<file path="src/rtl/rosc_sampler.sv">
// rosc_sampler: samples an asynchronous ring-oscillator bit, removes bias
// with a von Neumann corrector, packs corrected bits into words offered over
// a valid/ack handshake, and runs a repetition-count health test on the
// raw samples.
module rosc_sampler #(
    parameter int DATA_WIDTH = 32,
    parameter int SAMPLE_DIV = 16,
    parameter int RPT_LIMIT  = 64
) (
    input  logic                  clk,
    input  logic                  reset,
    input  logic                  enable,
    input  logic                  rosc_in,
    input  logic                  data_ack,
    output logic [DATA_WIDTH-1:0] data,
    output logic                  data_valid,
    output logic                  overflow,
    output logic                  error
);

    localparam int DIV_W = (SAMPLE_DIV > 1) ? $clog2(SAMPLE_DIV) : 1;
    localparam int BIT_W = $clog2(DATA_WIDTH + 1);
    localparam int RUN_W = $clog2(RPT_LIMIT + 1);

    typedef enum logic {
        FIRST,
        SECOND
    } pair_t;

    logic                  sync0_reg;
    logic                  sync1_reg;
    logic [DIV_W-1:0]      div_cnt_reg;
    pair_t                 pair_reg;
    logic                  b0_reg;
    logic [BIT_W-1:0]      bit_cnt_reg;
    logic [DATA_WIDTH-1:0] work_reg;
    logic [RUN_W-1:0]      run_cnt_reg;
    logic                  prev_raw_reg;

    logic                  raw;
    logic                  strobe;
    logic                  emit;
    logic                  complete;
    logic [DATA_WIDTH-1:0] word_next;
    logic [RUN_W-1:0]      run_next;

    // The raw bit is the output of the second synchronizer stage.
    assign raw       = sync1_reg;
    assign strobe    = enable && (div_cnt_reg == DIV_W'(SAMPLE_DIV - 1));
    // A corrected bit appears only on the second sample of an unequal pair.
    assign emit      = strobe && (pair_reg == SECOND) && (raw != b0_reg);
    assign word_next = {work_reg[DATA_WIDTH-2:0], b0_reg};
    assign complete  = emit && (bit_cnt_reg == BIT_W'(DATA_WIDTH - 1));

    // Next repetition count: extend a run of identical samples (saturating),
    // or start a new run of length one.
    always_comb begin
        run_next = RUN_W'(1);
        if ((run_cnt_reg != '0) && (raw == prev_raw_reg)) begin
            if (run_cnt_reg == RUN_W'(RPT_LIMIT))
                run_next = run_cnt_reg;
            else
                run_next = run_cnt_reg + RUN_W'(1);
        end
    end

    // Two-flop synchronizer, running regardless of enable.
    always_ff @(posedge clk or posedge reset) begin
        if (reset) begin
            sync0_reg <= 1'b0;
            sync1_reg <= 1'b0;
        end else begin
            sync0_reg <= rosc_in;
            sync1_reg <= sync0_reg;
        end
    end

    // Sample-strobe divider, held at zero while disabled.
    always_ff @(posedge clk or posedge reset) begin
        if (reset)
            div_cnt_reg <= '0;
        else if (!enable)
            div_cnt_reg <= '0;
        else if (div_cnt_reg == DIV_W'(SAMPLE_DIV - 1))
            div_cnt_reg <= '0;
        else
            div_cnt_reg <= div_cnt_reg + DIV_W'(1);
    end

    // Von Neumann pair FSM: remember the first sample, judge on the second.
    always_ff @(posedge clk or posedge reset) begin
        if (reset) begin
            pair_reg <= FIRST;
            b0_reg   <= 1'b0;
        end else if (!enable) begin
            pair_reg <= FIRST;
            b0_reg   <= 1'b0;
        end else if (strobe) begin
            case (pair_reg)
                FIRST: begin
                    b0_reg   <= raw;
                    pair_reg <= SECOND;
                end
                default: pair_reg <= FIRST;
            endcase
        end
    end

    // Word collector: shift corrected bits in from the LSB.
    always_ff @(posedge clk or posedge reset) begin
        if (reset) begin
            bit_cnt_reg <= '0;
            work_reg    <= '0;
        end else if (!enable) begin
            bit_cnt_reg <= '0;
            work_reg    <= '0;
        end else if (emit) begin
            if (complete) begin
                bit_cnt_reg <= '0;
                work_reg    <= '0;
            end else begin
                bit_cnt_reg <= bit_cnt_reg + BIT_W'(1);
                work_reg    <= word_next;
            end
        end
    end

    // Output register and handshake; a word completing while the previous
    // one is still unacknowledged is dropped and flagged.
    always_ff @(posedge clk or posedge reset) begin
        if (reset) begin
            data       <= '0;
            data_valid <= 1'b0;
            overflow   <= 1'b0;
        end else if (complete && (!data_valid || data_ack)) begin
            data       <= word_next;
            data_valid <= 1'b1;
        end else begin
            if (complete)
                overflow <= 1'b1;
            if (data_ack)
                data_valid <= 1'b0;
        end
    end

    // Repetition-count health test on raw samples; error is sticky.
    always_ff @(posedge clk or posedge reset) begin
        if (reset) begin
            run_cnt_reg  <= '0;
            prev_raw_reg <= 1'b0;
            error        <= 1'b0;
        end else if (!enable) begin
            run_cnt_reg  <= '0;
            prev_raw_reg <= 1'b0;
        end else if (strobe) begin
            run_cnt_reg  <= run_next;
            prev_raw_reg <= raw;
            if (run_next == RUN_W'(RPT_LIMIT))
                error <= 1'b1;
        end
    end

endmodule

</file>
<file path="config.mk">
export PLATFORM = sky130hd
export DESIGN_NAME = rosc_sampler
export DESIGN_NICKNAME = d
export VERILOG_FILES = /design/src/rtl/rosc_sampler.sv
export SDC_FILE = /design/constraint.sdc
export NUM_CORES = 1
export LEC_CHECK = 0
export CAP_MARGIN = 20
export CORE_UTILIZATION = 35
export CTS_BUF_LIST = sky130_fd_sc_hd__clkbuf_4
export DETAILED_ROUTE_END_ITERATION = 10
export GPL_ROUTABILITY_DRIVEN = 0
export PLACE_DENSITY = 0.53
export SKIP_LAST_GASP = 1
export SYNTH_ARGS = -nofsm -noshare
export SYNTH_HDL_FRONTEND = slang
export SYNTH_SLANG_ARGS = --single-unit
export TNS_END_PERCENT = 100
</file>
<file path="constraint.sdc">
create_clock -name clk -period 2.6 [get_ports clk]
set_input_delay 0.52 -clock clk [delete_from_list [all_inputs] [get_ports clk]]
set_output_delay 0.52 -clock clk [all_outputs]
set_load 0.02 [all_outputs]
</file>
Yosys cells after proc, flatten, opt, wreduce, memory -nomap -nowiden
Index checks and enable logic that the tools add are counted.
{ "word_totals": {"mem_bits_ro": 0, "ff_bits": 88, "latchBits": 0, "wordCells": 61, "memories": 0, "ram_bits": 0} }
{ "op_classes": {"mux": 22, "n_bitwise": 1, "n_mul": 0, "n_lt_le_gt_ge": 0, "eq_ne": 9, "shift": 0, "div": 0, "add_sub_neg": 3, "reduce_logical": 13} }
{ "op_table": {"columns": ["operator", "count"], "rows": [
  ["$mux 31", 3],
  ["$mux 7", 4],
  ["$mux 6", 3],
  ["$eq 7x7->1 const B", 2],
  ["$mux 1", 10],
  ["$mux 4", 2],
  ["$add 7x1->7 const B", 1],
  ["$reduce_bool 7->1", 1],
  ["$add 6x1->6 const B", 1],
  ["$eq 6x5->1 const B", 1],
  ["$logic_and 1x1->1", 6],
  ["$add 4x1->4 const B", 1],
  ["$eq 4x4->1 const B", 1],
  ["$ne 2x1->1 const B", 2],
  ["$reduce_and 2->1", 2],
  ["$reduce_and 3->1", 1],
  ["$ne 2x2->1 const B", 1],
  ["$reduce_bool 2->1", 1],
  ["$eq 1x1->1", 1],
  ["$logic_not 1->1", 1],
  ["$logic_or 1x1->1", 1],
  ["$ne 1x1->1", 1],
  ["$not 1->1", 1]
]} }

Logic depth before layout (Yosys ltp)
{ "depth": {"depth_word": 8, "ltp_mapped": 8, "mapped_depth_nobuf": 5} }

Least setup slack after synthesis
Ideal clock, no wire load.
{ "synth_path": {"path_kind": "register -> register", "from": "reg div_cnt_reg[0]", "to": "reg data[0]", "t_arrival_ns": 1.833, "synth_period_minus_slack_ns": 1.958, "setup_slack_ns": 0.642, "setup_ns": 0.125, "path_stages_with_launch": 9, "n_path_buf": 3, "cell_sequence": "dfrtp_1 > ha_1 > and3_1 > buf_4 > and3_1 > buf_6 > nand4_4 > buf_6 > mux2_4"} }
{ "synth_between": {"elab_chain_len": 6} }
{ "synth_rtl": {"columns": ["item", "line", "source"], "rows": [
  ["start, declared", "32", "logic [DIV_W-1:0] div_cnt_reg;"],
  ["start signal, assigned", "87", "div_cnt_reg <= div_cnt_reg + DIV_W'(1);"],
  ["$eq 4x4->1", "49", "assign strobe = enable && (div_cnt_reg == DIV_W'(SAMPLE_DIV - 1));"],
  ["$logic_and 1x1->1", "49", null],
  ["$logic_and 1x1->1 (2 in series)", "51", "assign emit = strobe && (pair_reg == SECOND) && (raw != b0_reg);"],
  ["$logic_and 1x1->1", "53", "assign complete = emit && (bit_cnt_reg == BIT_W'(DATA_WIDTH - 1));"],
  ["$logic_and 1x1->1", "135", "end else if (complete && (!data_valid || data_ack)) begin"],
  ["end signal, assigned", "136", "data <= word_next;"],
  ["end, declared", "15", "output logic [DATA_WIDTH-1:0] data,"]
]} }
No other way between the ends.
A chain may end at the register's enable or synchronous reset.

Worst setup path after layout
{ "layout_path": {"from": "reg div_cnt_reg[0]", "to": "reg data[31]"} }
The elaborated chain is that of the path after synthesis.

==> metrics <==
fin crit period roughly 2000 ps; # IOs 40; final wirelength between 6000 and 7000 um; startpoint type of the worst setup path flop; CTS tree yes; HP Class reg2reg; crit path max fanout 17; largest net degree at the start of global routing 34; Residual DRC 0; Seq/Total Area, Yosys about three fifths; Pins Over Slew Limit 0; initial core utilization 36.3%; Via-to-Cell Ratio 5.08; internal power approximately 1.7 mW; die footprint 11200 sq um; outcome finished clean; post-synth top area cell dfrtp_1; Inserted Diodes 0; yosys warns 0; Hold-fix buffers, CTS 0; Synth Net Count 288; max cap viols 0; Congestion Overflow GR 0; P_leak around 2.2 nW; IO buf count 39; footprint of the multi-input gates roughly 1400 sq um; sw frac 25.2%; critical path class reg2reg; post-cts sizing count 0; clock skew around 18 ps; Routed Antenna Nets 0; HPWL after DPL ~4600 um; max reg flops 32; DR WL/cell roughly 15 um; via count 2363; Power Density 508 nW/um^2; Main synth FF type dfrtp_1; RSZ-0062 raised after global routing no; ys async rst share between 90% and 100%; Max VDD drop about 0.00020 V; core area 10400 sq um; initial antenna violation count 0; first-pass GRT wire length around 12000 um; Seq. cell area 2200 sq um; post-CTS setup buffers 0; Yosys top cell area share between 50% and 60%; Unique masters post-synth 44; Worst-Margin Slew 475 ps; vias in the first global route between 2000 and 2500; share of post-route cells with drive strength above 1 about 21%; Post-Syn Area per Cell ~14 sq um; Logic pwr share 3.3%; synth top area cells dfrtp_1, mux2_4, a22o_1; Setup Viol. Count Final 0; part of the power in the clock network a little over a third; cts bufs inserted 9; Mapped Area approximately 3800 sq um; clock latency on the worst-skew pair about 440 ps; All-Layer GR Usage between 10% and 20%; row count 37; Clock Sinks 88; Die W around 110 um; Crit path required time 2940 ps; CTS Buffer Depth 2; fin crit share approximately 77%; Root Driver clkbuf_4; fill count 960; Rel. slew slack approximately two thirds; Final #Nets approximately 330; Layout area overhead 19.1%; drt pass-1 iters 4; DR iter-0 viols between 100 and 150; net switching power roughly 0.58 mW; Post-synth EDFFs 0; Max Freq about 500 MHz; Flop pwr share approximately three fifths; Final TNS setup 0 ps; H-tree depth 3; fin util 43.3%; Synth Instances approximately 280; CP arrival roughly 2400 ps; final hold violation count 0; Yosys reg bits a little under 90; critical path endpoint category flop; Die Ht roughly 110 um; Reg clk slew, reported paths ~150 ps
[stage by stage]
stage	std cells	cell area (sq um)	hold slack (ps)	setup slack, ps	power (mW)
6_report	465	4510	366	586	2.29
5_1_grt	465	4510	377	492	2.39
4_1_cts	465	4510	371	579	2.33
3_5_place_dp	449	4350	336	375	1.48
3_3_place_gp	449	4350	334	405	1.48
2_1_floorplan	279	3790	331	642	1.45
[final cells by class]
type / instances / area share (%)
well taps: 136 / 3.78
inverters: 7 / 0.666
repair buffers: 52 / 11.7
flip-flops and latches: 88 / 48.9
clock inverters: 7 / 1.86
clock buffers: 9 / 1.50
multi-input cells: 166 / 31.7
[worst max-delay path: stages (launching register included)]
cell     delay (ps)
dfrtp_1         440
ha_1            260
and3_1          210
and3_1          210
nand4_4          90
buf_4           330
mux2_2          380
[worst paths after layout]
path,from,to,slack [ps],cells after the start
worst max-delay path,div_cnt_reg[0]$_DFF_PP0_,data[31]$_DFFE_PP0P_,590,6
worst min register to register,sync0_reg$_DFF_PP0_,raw$_DFF_PP0_,370,0
max in group asynchronous,reset,work_reg[9]$_DFFE_PP0P_,1580,3
min in group asynchronous,reset,data[14]$_DFFE_PP0P_,430,2
worst max register to register,div_cnt_reg[0]$_DFF_PP0_,data[31]$_DFFE_PP0P_,590,6
worst min-delay path,sync0_reg$_DFF_PP0_,raw$_DFF_PP0_,370,0
[layer usage]
metal	track usage [%]	vias to the layer above	part of all wire (%)
met5	0	-	0
met4	4.76	0	1.4
met3	3.37	7	3.3
met2	19.3	53	42
met1	20.5	1192	53
li1	-	1111	-
[cell usage after synthesis, drive strengths merged, types with 6 or more instances]
cell	instances
mux2	33
clkbuf	6
a22o	32
inv	6
dfrtp	88
buf	12
nand2	16
xnor2	6
nor3	6
a21oi	10
nor2	8
[cell families after synthesis]
| family | after synthesis | share of synthesized area (%) |
|---|---|---|
| simple gates | 55 | 8.37 |
| xor+xnor | 9 | 2.08 |
| buf+inv | 25 | 4.13 |
| compound gates | 64 | 12.8 |
| fa+ha+maj | 4 | 1.32 |
| flops | 88 | 58.2 |
| mux | 34 | 13.1 |
[power groups by stage]
| stage | Combinational, mW | Clock [mW] | Sequential (mW) |
|---|---|---|---|
| floorplan | 0.0455 | 0 | 1.40 |
| global placement | 0.0767 | 0 | 1.41 |
| detailed placement | 0.0780 | 0 | 1.41 |
| CTS | 0.0781 | 0.868 | 1.38 |
| global route | 0.0850 | 0.924 | 1.38 |
| finish | 0.0745 | 0.835 | 1.38 |
[layout by cell type, fill, tap and decap left out, types with 2 or more instances in the layout]
cell type | netlist | routed
a21o_1 | 2 | 2
a21oi_1 | 10 | 10
a22o_1 | 32 | 32
a311oi_1 | 2 | 2
a31oi_1 | 5 | 5
and2_1 | 2 | 2
and3_1 | 5 | 5
and4_1 | 2 | 2
buf_12 | 0 | 3
buf_4 | 1 | 10
clkbuf_4 | 0 | 9
clkdlybuf4s50_1 | 0 | 39
clkinvlp_4 | 0 | 2
dfrtp_1 | 88 | 88
ha_1 | 4 | 4
inv_1 | 6 | 5
inv_6 | 0 | 4
mux2_2 | 3 | 3
mux2_4 | 30 | 30
nand2_1 | 16 | 16
nand3_1 | 4 | 4
nand4_1 | 3 | 3
nor2_1 | 8 | 7
nor3_1 | 5 | 5
nor4_1 | 2 | 2
o21ai_0 | 4 | 4
o22ai_1 | 2 | 2
or3_1 | 2 | 2
xnor2_1 | 6 | 6
xor2_1 | 3 | 3
No activity file was read; power rests on OpenSTA's default activity.
